## src/rtl/conv_inst_repeat.sv

```systemverilog
// Instruction replay stage: latches one CONV instruction bundle and re-issues it
// 1..2^CW times with an iteration index, handing over to the next bundle without a bubble.
module conv_inst_repeat #(
    parameter int IRW = 30,
    parameter int IN  = 3,
    parameter int CW  = 4
) (
    input  logic              clk,
    input  logic              rst_n,
    input  logic              flush,
    input  logic [IRW*IN-1:0] m_inst,
    input  logic              m_valid,
    output logic              m_ready,
    output logic [IRW*IN-1:0] s_inst,
    output logic [CW-1:0]     s_idx,
    output logic              s_first,
    output logic              s_last,
    output logic              s_valid,
    input  logic              s_ready,
    output logic              busy
);

    localparam int BW = IRW * IN;

    typedef enum logic {
        IDLE  = 1'b0,
        ISSUE = 1'b1
    } state_t;

    state_t          state_q, state_d;
    logic [BW-1:0]   hold_q, hold_d;
    logic [CW-1:0]   idx_q, idx_d;
    logic [CW-1:0]   rm1_q, rm1_d;

    logic            load;
    logic            accept;
    logic [CW-1:0]   eff_rm1;

    // A bundle without the loop-enable bit is always a single beat.
    assign eff_rm1 = m_inst[0] ? m_inst[CW:1] : '0;

    assign s_valid = (state_q == ISSUE);
    assign busy    = s_valid;
    assign s_inst  = hold_q;
    assign s_idx   = idx_q;
    assign s_last  = s_valid && (idx_q == rm1_q);
    assign s_first = s_valid && (idx_q == '0);

    // Acceptance only opens on the final beat, so s_ready reaches m_ready only then.
    assign m_ready = !flush && (!s_valid || (s_ready && s_last));
    assign load    = m_valid && m_ready;
    assign accept  = s_valid && s_ready;

    always_ff @(posedge clk or negedge rst_n) begin
        if (!rst_n) begin
            state_q <= IDLE;
            hold_q  <= '0;
            idx_q   <= '0;
            rm1_q   <= '0;
        end else begin
            state_q <= state_d;
            hold_q  <= hold_d;
            idx_q   <= idx_d;
            rm1_q   <= rm1_d;
        end
    end

    always_comb begin
        state_d = state_q;
        hold_d  = hold_q;
        idx_d   = idx_q;
        rm1_d   = rm1_q;

        if (flush) begin
            state_d = IDLE;
            idx_d   = '0;
        end else if (load) begin
            state_d = ISSUE;
            hold_d  = m_inst;
            idx_d   = '0;
            rm1_d   = eff_rm1;
        end else if (accept && s_last) begin
            state_d = IDLE;
            idx_d   = '0;
        end else if (accept) begin
            // idx never reaches 2^CW-1 here because that value is always the last beat.
            idx_d   = idx_q + CW'(1);
        end
    end

endmodule

```

## config.mk

```make
export PLATFORM = sky130hd
export DESIGN_NAME = conv_inst_repeat
export DESIGN_NICKNAME = d
export VERILOG_FILES = /design/src/rtl/conv_inst_repeat.sv
export SDC_FILE = /design/constraint.sdc
export NUM_CORES = 1
export LEC_CHECK = 0
export ABC_CLOCK_PERIOD_IN_PS = 3000
export CAP_MARGIN = 20
export CORE_MARGIN = 1
export CORE_UTILIZATION = 30
export DETAILED_ROUTE_END_ITERATION = 12
export GPL_ROUTABILITY_DRIVEN = 1
export PLACE_DENSITY_LB_ADDON = 0.05
export SLEW_MARGIN = 20
export SYNTH_ARGS = -nofsm -noshare
export SYNTH_HDL_FRONTEND = slang
export SYNTH_SLANG_ARGS = --single-unit
```

## constraint.sdc

```tcl
create_clock -name clk -period 3 [get_ports clk]
set_input_delay 0.75 -clock clk [delete_from_list [all_inputs] [get_ports clk]]
set_output_delay 0.75 -clock clk [all_outputs]
set_load 0.02 [all_outputs]
```

; ---- Word level (Yosys, flattened, before mapping)
; Cells that the tools add are included.
; Widths: inputs -> output; s select.
[op_classes]
muxes = 8
shift = 0
eq_ne = 1
bitwise = 1
magnitude_cmp = 0
addsub = 1
n_mul = 0
div_mod_pow = 0
n_reduce_logical = 14
[ops]
columns = operator, count
row1 = $mux 4, 5
row2 = $logic_and 1x1->1, 7
row3 = $add 4x1->4 const B, 1
row4 = $eq 4x4->1, 1
row5 = $logic_not 4->1, 1
row6 = $reduce_bool 4->1, 1
row7 = $mux 1, 3
row8 = $reduce_bool 3->1, 1
row9 = $logic_not 1->1, 2
row10 = $reduce_and 2->1, 1
row11 = $logic_or 1x1->1, 1
row12 = $not 1->1, 1
[word_totals]
output_inout_bits = 99
reg_bits = 99
rom_bits = 0
mem_count = 0
ramBits = 0
latchBits = 0
word_cells = 29

; ---- Depth between registers and ports, before layout
; Gate-level depths: netlist (run 1).
[depth]
word_depth = 8
mapped_depth = 7
depth_no_buf = 4

; ---- Worst setup path before layout (run 1)
; No wires, ideal clock.
[synth_path]
path_type = register to output
start = register idx_q[0] (netlist: s_idx[0])
end = output port m_ready
path_slack_ns = 0.323
arrival_time_ns = 1.927
required_ns = 2.250
path_stages_with_launch = 7
path_cell_list = dfrtp_1 > xor2_1 > nor4_4 > clkbuf_2 > buf_4 > a21oi_1 > nor2_1
[synth_via]
elab_chain_cells = 5
[synth_lines]
columns = element, line
row1 = "start, declared", 32  ; logic [CW-1:0] idx_q, idx_d;
row2 = "start signal, assigned", 63  ; idx_q <= idx_d;
row3 = $eq 4x4->1, 46  ; assign s_last = s_valid && (idx_q == rm1_q);
row4 = $logic_and 1x1->1, 46
row5 = $logic_and 1x1->1, 50  ; assign m_ready = !flush && (!s_valid || (s_ready && s_last));
row6 = $logic_or 1x1->1, 50
row7 = $logic_and 1x1->1, 50
row8 = "end, declared", 13  ; output logic m_ready,
; Every way passes these cells.

; ---- Worst setup path after layout (run 1)
[layout_path]
start = register idx_q[2] (netlist: s_idx[2])
end = output port s_last
[layout_via]
elab_chain_cells = 2
[layout_lines]
columns = element, line
row1 = $eq 4x4->1, 46
row2 = $logic_and 1x1->1, 46
row3 = "end, declared", 17  ; output logic s_last,
; Every way passes these cells.

==> summary.md, run 1 <==
| Metric | Value |
|---|---|
| Cell variety after synth | `33` |
| Top Ports | `194` |
| Commonest cells post-synth | `dfrtp_1 (99), a221o_1 (90), and3_1 (90), clkbuf_1 (26), nand2_1 (16)` |
| Tightest Pin Transition | `1.01 ns` |
| Final Net Count | `653` |
| Core Region | `0.0147 sq mm` |
| Max_slew headroom | `32.6%` |
| CTS Hold Bufs | `0` |
| Finished Core Util | `47.1%` |
| Die width | `approximately 130 microns` |
| Max clock buf depth | `2` |
| TritonCTS Buffers | `9` |
| Die Area | `between 0.015 and 0.02 sq mm` |
| Post-synthesis async set-or-reset flop share | `100%` |
| Area share of the largest cell type after synthesis | `54.0%` |
| Root Driver | `clkbuf_16` |
| Initial Util | `a little under a third` |
| Prevailing post-synth register cell | `dfrtp_1` |
| Clock transition at path regs | `about 0.070 ns` |
| Largest net degree at the start of global routing | `91` |
| P per Cell Area | `between 600 and 700 mW/mm^2` |
| Layout cells sized above 1 | `6.77%` |
| GRT Overall Usage | `a little under a fifth` |
| CTS H-tree lvls | `3` |
| Layout Skew | `0.00754 ns` |
| Post-route ant nets | `0` |
| Reg2Reg Setup Slack | `0.36 ns` |
| Most frequent cell after synthesis | `dfrtp_1` |
| Setup TNS | `0 ns` |
| Die Ht | `~130 microns` |
| Residual DRC | `14` |
| CP required | `2.25 ns` |
| Cell area after synthesis | `0.00459 sq mm` |
| Endpoints failing hold | `0` |
| WL final | `14.2 mm` |
| Number of detailed-route iterations in the first pass | `9` |
| Setup bufs post-CTS | `0` |
| First-pass GRT wire length | `22.7 mm` |
| Area Growth Syn to Fin | `50.9%` |
| GR Overflow Total | `0` |
| Top cells by area, synth | `dfrtp_1 (54%), a221o_1 (20%), and3_1 (12%), buf_8 (2.9%), clkbuf_1 (2.1%)` |
| Worst Setup End Kind | `output port` |
| # clock sinks | `99` |
| Worst VDD drop | `around 270 uV` |
| Setup violators final | `0` |
| Yosys reg bits | `99` |
| Post-synth EDFFs | `0` |
| Vias in the first global route | `3,932` |
| Area leader, netlist | `dfrtp_1` |
| Fin. max-slew vios | `0` |
| Ys Warns | `0` |
| Crit start category | `flop` |
| Post-detail-place hpwl | `8.90 mm` |
| Critical path arrival | `around 2 ns` |
| Mapped Cells | `377` |
| Static leakage | `3.17 nW` |
| Clock latency at the later pin of the worst-skew pair | `roughly 0.34 ns` |
| Initial antenna violation count | `0` |
| Syn nets | `474` |
| Min Tclk post-route | `2.77 ns` |
| RSZ-0062 raised after global routing | `false` |
| Clock tree from TritonCTS | `built` |
| Worst setup path class | `flop to output port` |
| WHS | `0.385 ns` |
| Peak Freq | `0.361 GHz` |
| Diodes inserted | `0` |
| Dpl cell area | `0.00665 sq mm` |
| Max-cap viol count | `0` |
| Status | `finished, violations left` |
| Synth Area per Inst | `12.2 sq um` |
| Final Cell Area | `between 0.006 and 0.007 sq mm` |
| Post-route insts no fill | `745` |
| PortBufs | `approximately 190` |
| Initial DRC count | `between 200 and 250` |
| Routed vias/inst | `5.29` |
| HP Class | `input port to async pin` |
| Violated checks | `design-rule violations` |
| Sequential share of the synthesized area | `54.0%` |
| Wire length per cell | `19.0 microns` |
| Cell Rows | `44` |
| Placed cells | `729` |
| Global placer's final weighted congestion | `~0.75` |
| CP max FO | `7` |
| Crit share post-route | `92.4%` |
| Detailed-route via count | `roughly 4,000` |
-- final timing paths --
kind / from / endpoint / depth (start not counted)
max in group asynchronous: rst_n / s_inst[78]$_DFFE_PN0P_ / 2
min in group clk: s_inst[26]$_DFFE_PN0P_ / s_inst[26]$_DFFE_PN0P_ / 1
min: rst_n / s_inst[46]$_DFFE_PN0P_ / 1
max reg2reg: s_idx[2]$_DFFE_PN0P_ / s_inst[13]$_DFFE_PN0P_ / 6
min reg2reg: s_inst[26]$_DFFE_PN0P_ / s_inst[26]$_DFFE_PN0P_ / 1
max: s_idx[2]$_DFFE_PN0P_ / s_last / 5
-- state kept, by name (all words and copies together) (netlist names) --
name and count:
s_inst 90, rm1_q 4, busy 1, s_idx 4
-- placed cells by master, fill, tap and decap left out, types with 2 or more instances in the layout --
cell type,count
a211oi_1,2
dlygate4sd2_1,2
clkbuf_16,9
dfrtp_1,99
o21ai_0,5
and3_1,90
a221o_1,90
nor2b_1,3
clkdlybuf4s50_1,190
buf_12,3
xor2_1,5
inv_1,4
clkbuf_1,2
nand2_1,16
ha_1,2
o221ai_1,3
buf_4,14
clkinv_2,2
-- metal layers --
metal	track usage (%)	share of wire, %	vias to the layer above	wire (microns)
li1	-	-	1860	-
met1	25.1	45	1940	6390
met2	27.7	46	125	6480
met3	4.76	7.4	17	1050
met4	6.67	1.8	0	254
met5	0	0	-	0
-- critical path, stage by stage, from the launching register on --
cell	delay (ns)
dfrtp_1	0.46
xor2_1	0.20
nor4_4	0.36
buf_4	0.21
and2_1	0.12
dlygate4sd2_1	0.32
-- what timing repair did --
item                       CTS  global route
hold endpoints to repair     0             0
resized for setup            2             0
setup endpoints to repair    2             0
-- cells by family after synthesis --
group,count (synthesis),synth area share (%)
compound gates,106,22.5
xor+xnor,5,0.955
fa+ha+maj,2,0.546
buf+inv,45,6.28
flops,99,54.0
simple gates,120,15.7
-- where the power goes --
part / switching [mW] / total, mW / internal (mW)
Combinational: 0.695 / 1.48 / 0.784
Sequential: 0.156 / 1.75 / 1.60
Clock: 0.503 / 1.09 / 0.585
-- area by class of cell --
type                    count  area (sq um)
flip-flops and latches     99          2480
multi-input cells         233          1840
well taps                 184           230
fillers                  1366          7780
inverters                   4          15.0
repair buffers            209          2080
clock inverters             4          26.3
clock buffers              12           246
-- metrics by stage --
stage / total power [mW] / setup slack [ns]
2_1_floorplan: 2.47 / 0.323
3_3_place_gp: 3.26 / 0.0466
3_5_place_dp: 3.27 / 0.0185
4_1_cts: 4.38 / 0.182
5_1_grt: 4.52 / 0.123
6_report: 4.32 / 0.229
Note: power is estimated with default switching activity, not from simulation.
==> run 2: changes to the inputs <==
--- a/config.mk
+++ b/config.mk
@@ -12,6 +12,7 @@
 export DETAILED_ROUTE_END_ITERATION = 12
 export GPL_ROUTABILITY_DRIVEN = 1
 export PLACE_DENSITY_LB_ADDON = 0.05
+export SKIP_LAST_GASP = 1
 export SLEW_MARGIN = 20
 export SYNTH_ARGS = -nofsm -noshare
 export SYNTH_HDL_FRONTEND = slang
==> results of run 2 <==
No change in the layout: final DEF, timing and power equal those of run 1.
==> run 3: changes to the inputs <==
--- a/config.mk
+++ b/config.mk
@@ -5,10 +5,11 @@
 export SDC_FILE = /design/constraint.sdc
 export NUM_CORES = 1
 export LEC_CHECK = 0
-export ABC_CLOCK_PERIOD_IN_PS = 3000
+export ABC_CLOCK_PERIOD_IN_PS = 3100
 export CAP_MARGIN = 20
 export CORE_MARGIN = 1
 export CORE_UTILIZATION = 30
+export CTS_BUF_LIST = sky130_fd_sc_hd__clkbuf_4 sky130_fd_sc_hd__clkbuf_8
 export DETAILED_ROUTE_END_ITERATION = 12
 export GPL_ROUTABILITY_DRIVEN = 1
 export PLACE_DENSITY_LB_ADDON = 0.05
==> constraint.sdc (replaced) <==
create_clock -name clk -period 3.1 [get_ports clk]
set_input_delay 0.775 -clock clk [delete_from_list [all_inputs] [get_ports clk]]
set_output_delay 0.775 -clock clk [all_outputs]
set_load 0.02 [all_outputs]
==> run 3 against run 2 <==
The run still ends with design-rule violations left. Register-to-register slack improved by 0.02 ns. Final cell count rose by 0.13%. Sequential share of layout area rose by 0.49 points. Via count rose by 0.86%. Sequential cell count did not move. Global-route usage rose by 0.28 points. Count of clock-buffer cells in the layout fell by 2. Core utilization fell by 0.61 points. Wire length rose by 1.1%. Sequential power fell by 3%. Clock skew rose by 0.0034 ns. Largest power group unchanged. Highest routed layer unchanged.
==> summary.md, run 3 (synthesis gave the netlist of run 1 again) <==
| Metric | Value |
|---|---|
| Die width | `126 microns (unchanged)` |
| Met1 Use GR | `24.5% (-0.56 points)` |
| Top Ports | `194 (unchanged)` |
| Max clock buf depth | `2 (unchanged)` |
| CP top delay family | `buffers and inverters` |
| Worst Setup End Kind | `output port` |
| PortBufs | `193 (unchanged)` |
| GR Layer Usage met3 | `5.69% (+0.93 points)` |
| # clock sinks | `99 (unchanged)` |
| WP depth | `4 (-1)` |
| Endpoints failing hold | `0 (unchanged)` |
| CP Launch Point | `s_idx[0]$_DFFE_PN0P_` |
| Clock transition at path regs | `0.10 ns (+0.03 ns)` |
| Wire length per cell | `19.2 microns (+0.94%)` |
| Worst VDD drop | `238 uV (-11%)` |
| Layout cells sized above 1 | `7.47% (+0.70 points)` |
| Reg2Reg Setup Slack | `0.38 ns (+0.02 ns)` |
| Layout Skew | `0.0109 ns (+0.00338 ns)` |
| Residual DRC | `14 (unchanged)` |
| Initial DRC count | `294 (+24%)` |
| Post-route ant nets | `0 (unchanged)` |
| Clock latency at the later pin of the worst-skew pair | `0.38 ns (+0.04 ns)` |
| GR peak layer | `met2` |
| Violated checks | `design-rule violations` |
| Tightest Pin Transition | `0.884 ns (-0.125 ns)` |
| Critical Path Max Stage Delay | `0.60 ns (+0.14 ns)` |
| Worst R2R Path Depth | `7 (+1)` |
| Largest net degree at the start of global routing | `91 (unchanged)` |
| Critical Path End | `s_last` |
| Diodes inserted | `0 (unchanged)` |
| Register Area | `0.00248 sq mm (about the same)` |
| CP max FO | `7 (unchanged)` |
| Root Driver | `clkbuf_8` |
| GR Overflow Total | `0 (unchanged)` |
| CP cell instances | `xor2_1 -> nor4_4 -> and2_1 -> clkdlybuf4s50_1` |
| Peak Freq | `0.335 GHz` |
| Setup TNS | `0 ns (unchanged)` |
| Max_slew headroom | `41.0% (+8.3 points)` |
| Vias in the first global route | `3,975 (+1.1%)` |
| CP required | `2.32 ns (+0.07 ns)` |
| Final Net Count | `654 (+0.15%)` |
| Routed vias/inst | `5.33 (+0.73%)` |
| RR Endpoint | `s_inst[11]$_DFFE_PN0P_` |
| Cell Rows | `44 (unchanged)` |
| Core Region | `0.0147 sq mm (unchanged)` |
| Worst setup path class | `flop to output port` |
| Slowest library cell on the worst path | `clkdlybuf4s50_1` |
| CP bufs+invs | `1 (-1)` |
| First-pass GRT wire length | `23.1 mm (+1.7%)` |
| Setup violators final | `0 (unchanged)` |
| Reg2reg start | `s_idx[0]$_DFFE_PN0P_` |
| P per Cell Area | `573 mW/mm^2 (-8.2%)` |
| HP Class | `input port to async pin` |
| TritonCTS Buffers | `9 (unchanged)` |
| Static leakage | `3.13 nW (-1.2%)` |
| Crit share post-route | `between 90 and 100%` |
| Most common cell after layout, fill and taps aside | `clkdlybuf4s50_1` |
| CTS H-tree lvls | `3 (unchanged)` |
| Global placer's final weighted congestion | `0.803 (+7.0%)` |
| WL final | `14.3 mm (+1.1%)` |
| Status | `finished, violations left` |
| Critical path arrival | `2.21 ns (+0.19 ns)` |
| Die Area | `0.0158 sq mm (unchanged)` |
| Finished Core Util | `46.5% (-0.61 points)` |
| Min Tclk post-route | `2.99 ns` |
| Clock tree from TritonCTS | `built` |
| CTS Hold Bufs | `0 (unchanged)` |
| Crit start category | `flop` |
| Number of detailed-route iterations in the first pass | `9 (unchanged)` |
| M2 GR Usage | `29.1% (+1.4 points)` |
| Most frequent cells in the layout | `clkdlybuf4s50_1 (191), dfrtp_1 (98), and3_1 (90), a221o_1 (90), nand2_1 (16)` |
| Initial Util | `31.2% (unchanged)` |
| Initial antenna violation count | `0 (unchanged)` |
| Post-detail-place hpwl | `8.93 mm (+0.33%)` |
| Detailed-route via count | `3,976 (+0.86%)` |
| Fill count | `1,387 (+1.5%)` |
| Max-cap viol count | `0 (unchanged)` |
| RSZ-0062 raised after global routing | `false` |
| Multi-input logic area | `0.00184 sq mm (unchanged)` |
| Fin. max-slew vios | `0 (unchanged)` |
| Max FFs per register | `90 (unchanged)` |
| GRT Overall Usage | `18.5% (+0.28 points)` |
| Die Ht | `126 microns (unchanged)` |
| Area Growth Syn to Fin | `48.9%` |
-- run 3: cell types whose count changed in the layout (fill, tap and decap cells not counted), sizes merged --
cell,delta
inv,+1
buf,+1
clkinv,+2
dlygate4sd2,-1
clkinvlp,-1
clkdlybuf4s50,+1
clkbuf,-2
-- run 3: how the worst min path moves through the flow --
stage,endpoint,cells after the start,slack [ns],from
floorplan,busy$_DFFE_PN0P_,0,0.48,rst_n
global placement,s_inst[40]$_DFFE_PN0P_,1,0.49,s_inst[40]$_DFFE_PN0P_
detailed placement,s_inst[1]$_DFFE_PN0P_,1,0.50,s_inst[1]$_DFFE_PN0P_
CTS,s_inst[44]$_DFFE_PN0P_,1,0.29,rst_n
global route,s_inst[39]$_DFFE_PN0P_,1,0.31,rst_n
finish,s_inst[44]$_DFFE_PN0P_,1,0.31,rst_n
-- run 3: repair_timing --
action | CTS | global route
endpoints found under the setup margin | 2 | 1
buffers inserted | 0 | 3
resized for setup | 1 | 1
pin swaps | 1 | 1
-- run 3: layout make-up --
cell class | instances | share of cell area, %
clock buffer | 10 | 1.92
timing repair buffer | 210 | 30.7
tap | 184 | 3.37
sequential | 99 | 36.3
clock inverter | 6 | 0.605
multi-input combinational | 233 | 26.9
inverter | 4 | 0.220
-- run 3: routing by layer --
metal,share of wire [%],routed length [microns]
met2,48,6910
met1,44,6280
met5,0,0
met3,7.1,1020
met4,0.75,108
-- run 3: through the flow --
step           total power, mW  instances  worst slack, ns  instance area, sq um  hold slack, ns
2_1_floorplan             2.39        377            0.398                  4590           0.479
3_3_place_gp              3.15        727            0.176                  6630           0.493
3_5_place_dp              3.16        727            0.136                  6630           0.497
4_1_cts                   3.98        743           0.0142                  6800           0.292
5_1_grt                   4.13        746          0.00676                  6830           0.311
6_report                  3.92        746            0.111                  6830           0.307
-- run 3: power by group --
part / switching [mW] / total [mW] / internal [mW]
combinational: 0.668 / 1.43 / 0.761
sequential: 0.156 / 1.70 / 1.55
clock: 0.481 / 0.785 / 0.303
